$ cat config.mk
export PLATFORM = sky130hd
export DESIGN_NAME = regfile_8x4_flat
export DESIGN_NICKNAME = d
export VERILOG_FILES = /design/src/rtl/regfile_8x4_if.sv /design/src/rtl/regfile_8x4.sv /design/src/flat_wrapper.sv
export SDC_FILE = /design/constraint.sdc
export NUM_CORES = 1
export LEC_CHECK = 0
export ABC_CLOCK_PERIOD_IN_PS = 1060
export BUFFER_PORTS_ARGS = -buffer_cell sky130_fd_sc_hd__buf_2
export CAP_MARGIN = 5
export CORE_MARGIN = 3
export CORE_UTILIZATION = 35
export CTS_CLUSTER_SIZE = 30
export DETAILED_ROUTE_END_ITERATION = 7
export PLACE_DENSITY = 0.53
export SETUP_SLACK_MARGIN = 0.3
export SLEW_MARGIN = 40
export SYNTH_ARGS = -nofsm -noshare
export SYNTH_HDL_FRONTEND = slang
export SYNTH_SLANG_ARGS = --single-unit
$ cat constraint.sdc
create_clock -name clk -period 1.06 [get_ports clk]
set_input_delay 0.053 -clock clk [delete_from_list [all_inputs] [get_ports clk]]
set_output_delay 0.053 -clock clk [all_outputs]
set_load 0.05 [all_outputs]
$ cat src/rtl/regfile_8x4_if.sv
// Bus bundle for the 8x4 scratch register file: one shared address, write
// strobe with data, and the combinational read-back of the addressed entry.
interface regfile_8x4_if #(
  parameter int DATA_WIDTH = 4,
  parameter int ADDR_WIDTH = 3
);
  logic                  load;
  logic [ADDR_WIDTH-1:0] addr;
  logic [DATA_WIDTH-1:0] din;
  logic [DATA_WIDTH-1:0] q;

  modport master (
    output load,
    output addr,
    output din,
    input  q
  );

  modport slave (
    input  load,
    input  addr,
    input  din,
    output q
  );
endinterface

$ cat src/rtl/regfile_8x4.sv
// Eight-entry by four-bit register file: synchronous write, combinational read
// on the same address, asynchronous whole-array clear that outranks writes.
module regfile_8x4 #(
  parameter int DATA_WIDTH = 4,
  parameter int ADDR_WIDTH = 3
) (
  input  logic          clk,
  input  logic          clr,
  regfile_8x4_if.slave  bus
);

  localparam int DEPTH = 1 << ADDR_WIDTH;

  logic [DATA_WIDTH-1:0] entry [DEPTH];
  logic [DEPTH-1:0]      wr_sel;

  // One-hot write select so each entry owns an independent enable.
  always_comb begin
    wr_sel = '0;
    if (bus.load) begin
      wr_sel[bus.addr] = 1'b1;
    end
  end

  for (genvar i = 0; i < DEPTH; i++) begin : g_entry
    always_ff @(posedge clk or posedge clr) begin
      if (clr) begin
        entry[i] <= '0;
      end else if (wr_sel[i]) begin
        entry[i] <= bus.din;
      end
    end
  end

  // Read path has no bypass: q only ever shows stored contents.
  assign bus.q = entry[bus.addr];

endmodule

$ cat src/flat_wrapper.sv
// flat-port wrapper written by rule: the top's interface ports become plain ports
module regfile_8x4_flat 
#(
  parameter int DATA_WIDTH = 4,
  parameter int ADDR_WIDTH = 3
)
  (clk, clr, bus_load, bus_addr, bus_din, bus_q);
  regfile_8x4_if #(.DATA_WIDTH(DATA_WIDTH), .ADDR_WIDTH(ADDR_WIDTH)) bus_i ();
  input  logic clk;
  input  logic clr;
  input wire logic [$bits(bus_i.load)-1:0] bus_load;
  input wire logic [$bits(bus_i.addr)-1:0] bus_addr;
  input wire logic [$bits(bus_i.din)-1:0] bus_din;
  output wire logic [$bits(bus_i.q)-1:0] bus_q;
  assign bus_i.load = bus_load;
  assign bus_i.addr = bus_addr;
  assign bus_i.din = bus_din;
  assign bus_q = bus_i.q;
  regfile_8x4 #(.DATA_WIDTH(DATA_WIDTH), .ADDR_WIDTH(ADDR_WIDTH)) u_core (.clk(clk), .clr(clr), .bus(bus_i));
endmodule
======== Word-level counts from Yosys, hierarchy flattened ========
Index checks and enable logic that the tools add are counted.
word-level totals
  bits of input ports ..................... 10
  memories ................................ 0
  register bits after elaboration ......... 32
  output and inout port bits .............. 4
  memory bits (read-only) ................. 0
  word-level logic and storage cells ...... 19
  bits in latches ......................... 0
  memory bits (writable) .................. 0
operators by class
  multipliers ............................. 0
  bitwise operators ....................... 1
  shift-type cells ........................ 0
  muxes and demuxes ....................... 6
  eq/ne operators ......................... 0
  add/sub/neg operators ................... 0
  divide/modulo/power cells ............... 0
  reductions and logical operators ........ 1
  $lt $le $gt $ge ......................... 3
operators with widths
  kind                  number
  $bmux W4 S3           1
  $mux W4               2
  $mux W8               1
  $ge A4 B4 Y1 const B  1
  $lt A3 B4 Y1 const B  1
  $not A3 Y4            1
  $demux W1 S3          1
  $ge A3 B1 Y1 const B  1
  $logic_and A1 B1 Y1   1
  $mux W1               1

======== Longest topological paths before layout ========
  depth after elaboration ................. 5
  gate-level depth with buffers ........... 4
  gate-level depth less buffers ........... 2

======== Least setup slack after synthesis ========
No wires, ideal clock.
  path type ............................... flip-flop to output port
  start point ............................. reg u_core.entry[19] (netlist bit)
  end point ............................... out bus_q[3]
  required time ........................... 1007 ps
  setup slack ............................. -207 ps
  cell stages (with the launch flop) ...... 3
  arrival ................................. 1214 ps
  buffers on the path ..................... 0
  cell sequence ........................... dfrtp_1 mux4_1 mux2_2
on the way
  word-level cells in the longest chain between the ends .. 3
ends and longest elaborated chain
  what                                        RTL line            RTL
  from (decl)                                 regfile_8x4.sv:14   logic [DATA_WIDTH-1:0] entry [DEPTH];
  from (signal, indexed assignment)           regfile_8x4.sv:30   entry[i] <= bus.din;
  $bmux W4 S3                                 regfile_8x4.sv:36   assign bus.q = entry[bus.addr];
  $mux W4 (not written as such) (2 in a row)  regfile_8x4.sv:36
  to (decl)                                   flat_wrapper.sv:14  output wire logic [$bits(bus_i.q)-1:0] bus_q;
Every way passes these cells. The select of a mux whose other input is x is not followed.

======== Worst setup path after layout ========
  start point ............................. reg u_core.entry[7] (netlist bit)
  end point ............................... out bus_q[3]
Same word-level chain as after synthesis.

==> qor.csv <==
stage,metric,value,unit
clock_tree,clock buffer depth,2,
yosys,Syn Nets,99,
yosys,Post-Synth XOR/XNOR Area,0,
drt,Final ANT Viol Nets,0,
sta,"Setup violations, final",4,
yosys,Synth Area in Simple Gates,0.0614,
drt,via count,937,
yosys,Post-synth top cells,"33 x mux2_2, 32 x dfrtp_1, 7 x mux4_2",
global_route,gr ovfl total,0,
yosys,Post-synth ARST share,1.00,
sta,final period utilization,1.56,
setup_path,slowest library cell on the worst path,mux4_2,
die,chip height,72.1,µm
die,full die area,0.00519,mm²
yosys,post-synthesis sequential area ratio,0.524,
yosys,post-synth top area share,0.524,
global_route,antenna violations before repair,0,
yosys,dominant combinational cell family by area after synthesis,multiplexers,
placed_design,GPL Wtd Cong,0.750,
global_route,gr usage total,0.142,
yosys,top_reg_cell synth,dfrtp_1,
global_route,met2 Resource Use GR,0.225,
setup_path,critical-path maximum fanout,2,
yosys,Synth area leader,dfrtp_1,
die,width of the die,72.1,µm
sta,Peak Freq,0.606,GHz
yosys,"EDFF count, synth",0,
die,Core Rows,23,
final_layout,share of cells above drive strength 1,0.685,
setup_path,Critical Path AT,1.60,ns
yosys,synthesized area,0.00153,mm²
die,I/O pins,14,
setup_path,CP top delay family,multiplexers,
sta,RSZ-0062 raised after global routing,true,
final_layout,top flop regs,u_core.entry: 32 flops,
power_and_ir_drop,Tot Pwr,0.00385,W
placed_design,port bufs,13,
global_route,number of global-route vias before repair,998,
run_status,failing checks,setup timing,
placed_design,post-place setup slack,-0.395,ns
sta,clock period minus worst slack,1.65,ns
yosys,yosys warns,0,
global_route,grt met3 use,0.0526,
clock_tree,TritonCTS Buffers,5,
power_and_ir_drop,Lkg Pwr,0.973,nW
drt,WL/cell,19.1,µm
global_route,largest net degree at the start of global routing,33,
run_status,outcome,"complete, but fails checks",
setup_path,CP endpoint kind,primary output,
setup_path,Worst Path Buf+Inv,1,
yosys,Yosys cell types,14,
global_route,met1 Use GR,0.177,
power_and_ir_drop,Worst VDD drop,0.615,mV
clock_tree,CTS sink count,32,
sta,Clock Skew,0,ns
setup_path,crit path cell chain,"mux4_2, mux2_4, buf_6",
clock_tree,Clock Root Buffer,clkbuf_8,
drt,drt drc,0,
sta,max-slew violation count,0,
sta,Slew @ Worst Pin,0.295,ns
final_layout,Antenna diodes,0,
global_route,global-route wire length before repair,5.51,mm
die,Initial Utilization,0.371,
clock_tree,CTS tree,built,
setup_path,WS Path Type,flip-flop to primary output,
sta,Fin. Hold Viols,0,
yosys,post-synthesis compound-gate area fraction,0,
min_path,Hold Crit Class,input pin to flip-flop,
yosys,synthesized instance count,89,
yosys,"count leader, synth",mux2_2,
drt,WL final,3.38,mm
yosys,Synth Area in Adders,0,
clock_tree,clock slew at reported path FFs,0.07,ns
placed_design,area post-placement,0.00179,mm²
final_layout,Final Cell Area,0.00210,mm²
drt,DR vias/cell,5.29,
setup_path,Worst path max stage delay,0.48,ns
clock_tree,worst skew pair latency,0.29,ns
global_route,GRT Max-Usage Layer,met2,
sta,final worst slack,-0.590,ns
yosys,Syn Area/Cell,17.2,µm²
sta,Relative slew margins,0.803,
final_layout,Synth-to-Final Area Change,37.4,%
final_layout,final net count,136,
drt,DRT Pass-1 Iters,4,
yosys,Seq cells post-synth,32,
setup_path,CP startpoint kind,flip-flop,
run,maxcap violations,0,
placed_design,DP HPWL,2.10,mm
power_and_ir_drop,Power Dens Cells,1830,mW/mm²
setup_path,Critical Path RT,1.01,ns
final_layout,max reg flops,32,
clock_tree,H-tree lvl count,2,
drt,DR iter-0 viols,81,
yosys,multiplexer share of the synthesized area,0.391,
final_layout,Reg with most FFs,u_core.entry,
yosys,main area contributors after synthesis,"dfrtp_1 52%, mux2_2 24%, mux4_2 10%",
die,total core area,0.00412,mm²
per-layer routing:
| layer | wire length [µm] | vias up |
|---|---|---|
| li1 | - | 415 |
| met1 | 1430 | 507 |
| met2 | 1770 | 9 |
| met3 | 115 | 6 |
| met4 | 56 | 0 |
| met5 | 0 | - |
worst paths after layout:
path / from / to / slack [ns] / cells past startpoint
worst min register to register: u_core.entry[9]$_DFFE_PP0P_ / u_core.entry[9]$_DFFE_PP0P_ / 0.51 / 1
worst max register to register: u_core.entry[23]$_DFFE_PP0P_ / u_core.entry[23]$_DFFE_PP0P_ / 0.17 / 2
max in group asynchronous: clr / u_core.entry[13]$_DFFE_PP0P_ / 0.46 / 4
min in group asynchronous: clr / u_core.entry[6]$_DFFE_PP0P_ / 0.37 / 4
worst max-delay path: u_core.entry[7]$_DFFE_PP0P_ / bus_q[3] / -0.59 / 3
worst min-delay path: bus_din[1] / u_core.entry[17]$_DFFE_PP0P_ / 0.14 / 2
worst register-to-register path: cells and delay by family (launching register included):
kind	cells	cell delay, ns
flip-flops	1	0.39
buffers and inverters	1	0.13
multiplexers	1	0.25
placed cells by master (no fill, tap or decap), types with 3 or more instances in the layout:
master    instances
buf_6            13
mux2_4           32
mux2_2            4
and4bb_4          3
clkbuf_8          6
mux4_2            8
buf_2             6
nand4b_1          3
buf_4            11
dfrtp_1          32
report_power, final:
| part | leakage [nW] | switching [W] | internal [W] | total (W) |
|---|---|---|---|---|
| Clock | 0.0455 | 0.000436 | 0.000529 | 0.000965 |
| Sequential | 0.384 | 0.000166 | 0.00149 | 0.00166 |
| Combinational | 0.543 | 0.000441 | 0.000787 | 0.00123 |
final cells by class:
cell class,instances,area [µm²]
fill,346,2020
clock buffer,8,90.1
inverter,1,3.75
sequential,32,801
multi-input combinational,52,811
timing repair buffer,34,332
tap,50,62.6
logic make-up (layout without fill, tap and decap cells):
kind of cell           Yosys count  count (layout)
DFF                             32              32
muxes                           44              44
buffers and inverters            5              43
and+or+nand+nor                  8               8
what timing repair did:
item	in CTS	in global routing
hold buffers	1	0
pin swaps	1	1
hold endpoints to repair	32	0
cloned	1	0
buffers inserted	1	4
endpoints found under the setup margin	36	66
resized for setup	25	17
through the flow:
stage	cells	hold WS, ns	TNS, ns	utilization
global placement	162	0.154	-7.77	0.434
CTS	173	0.124	-2.28	0.487
global route	177	0.139	-2.47	0.510
detailed placement	162	0.168	-7.96	0.434
floorplan	89	0.169	-1.01	-
finish	177	0.138	-2.32	0.510
Power figures use the tool's default switching activity.
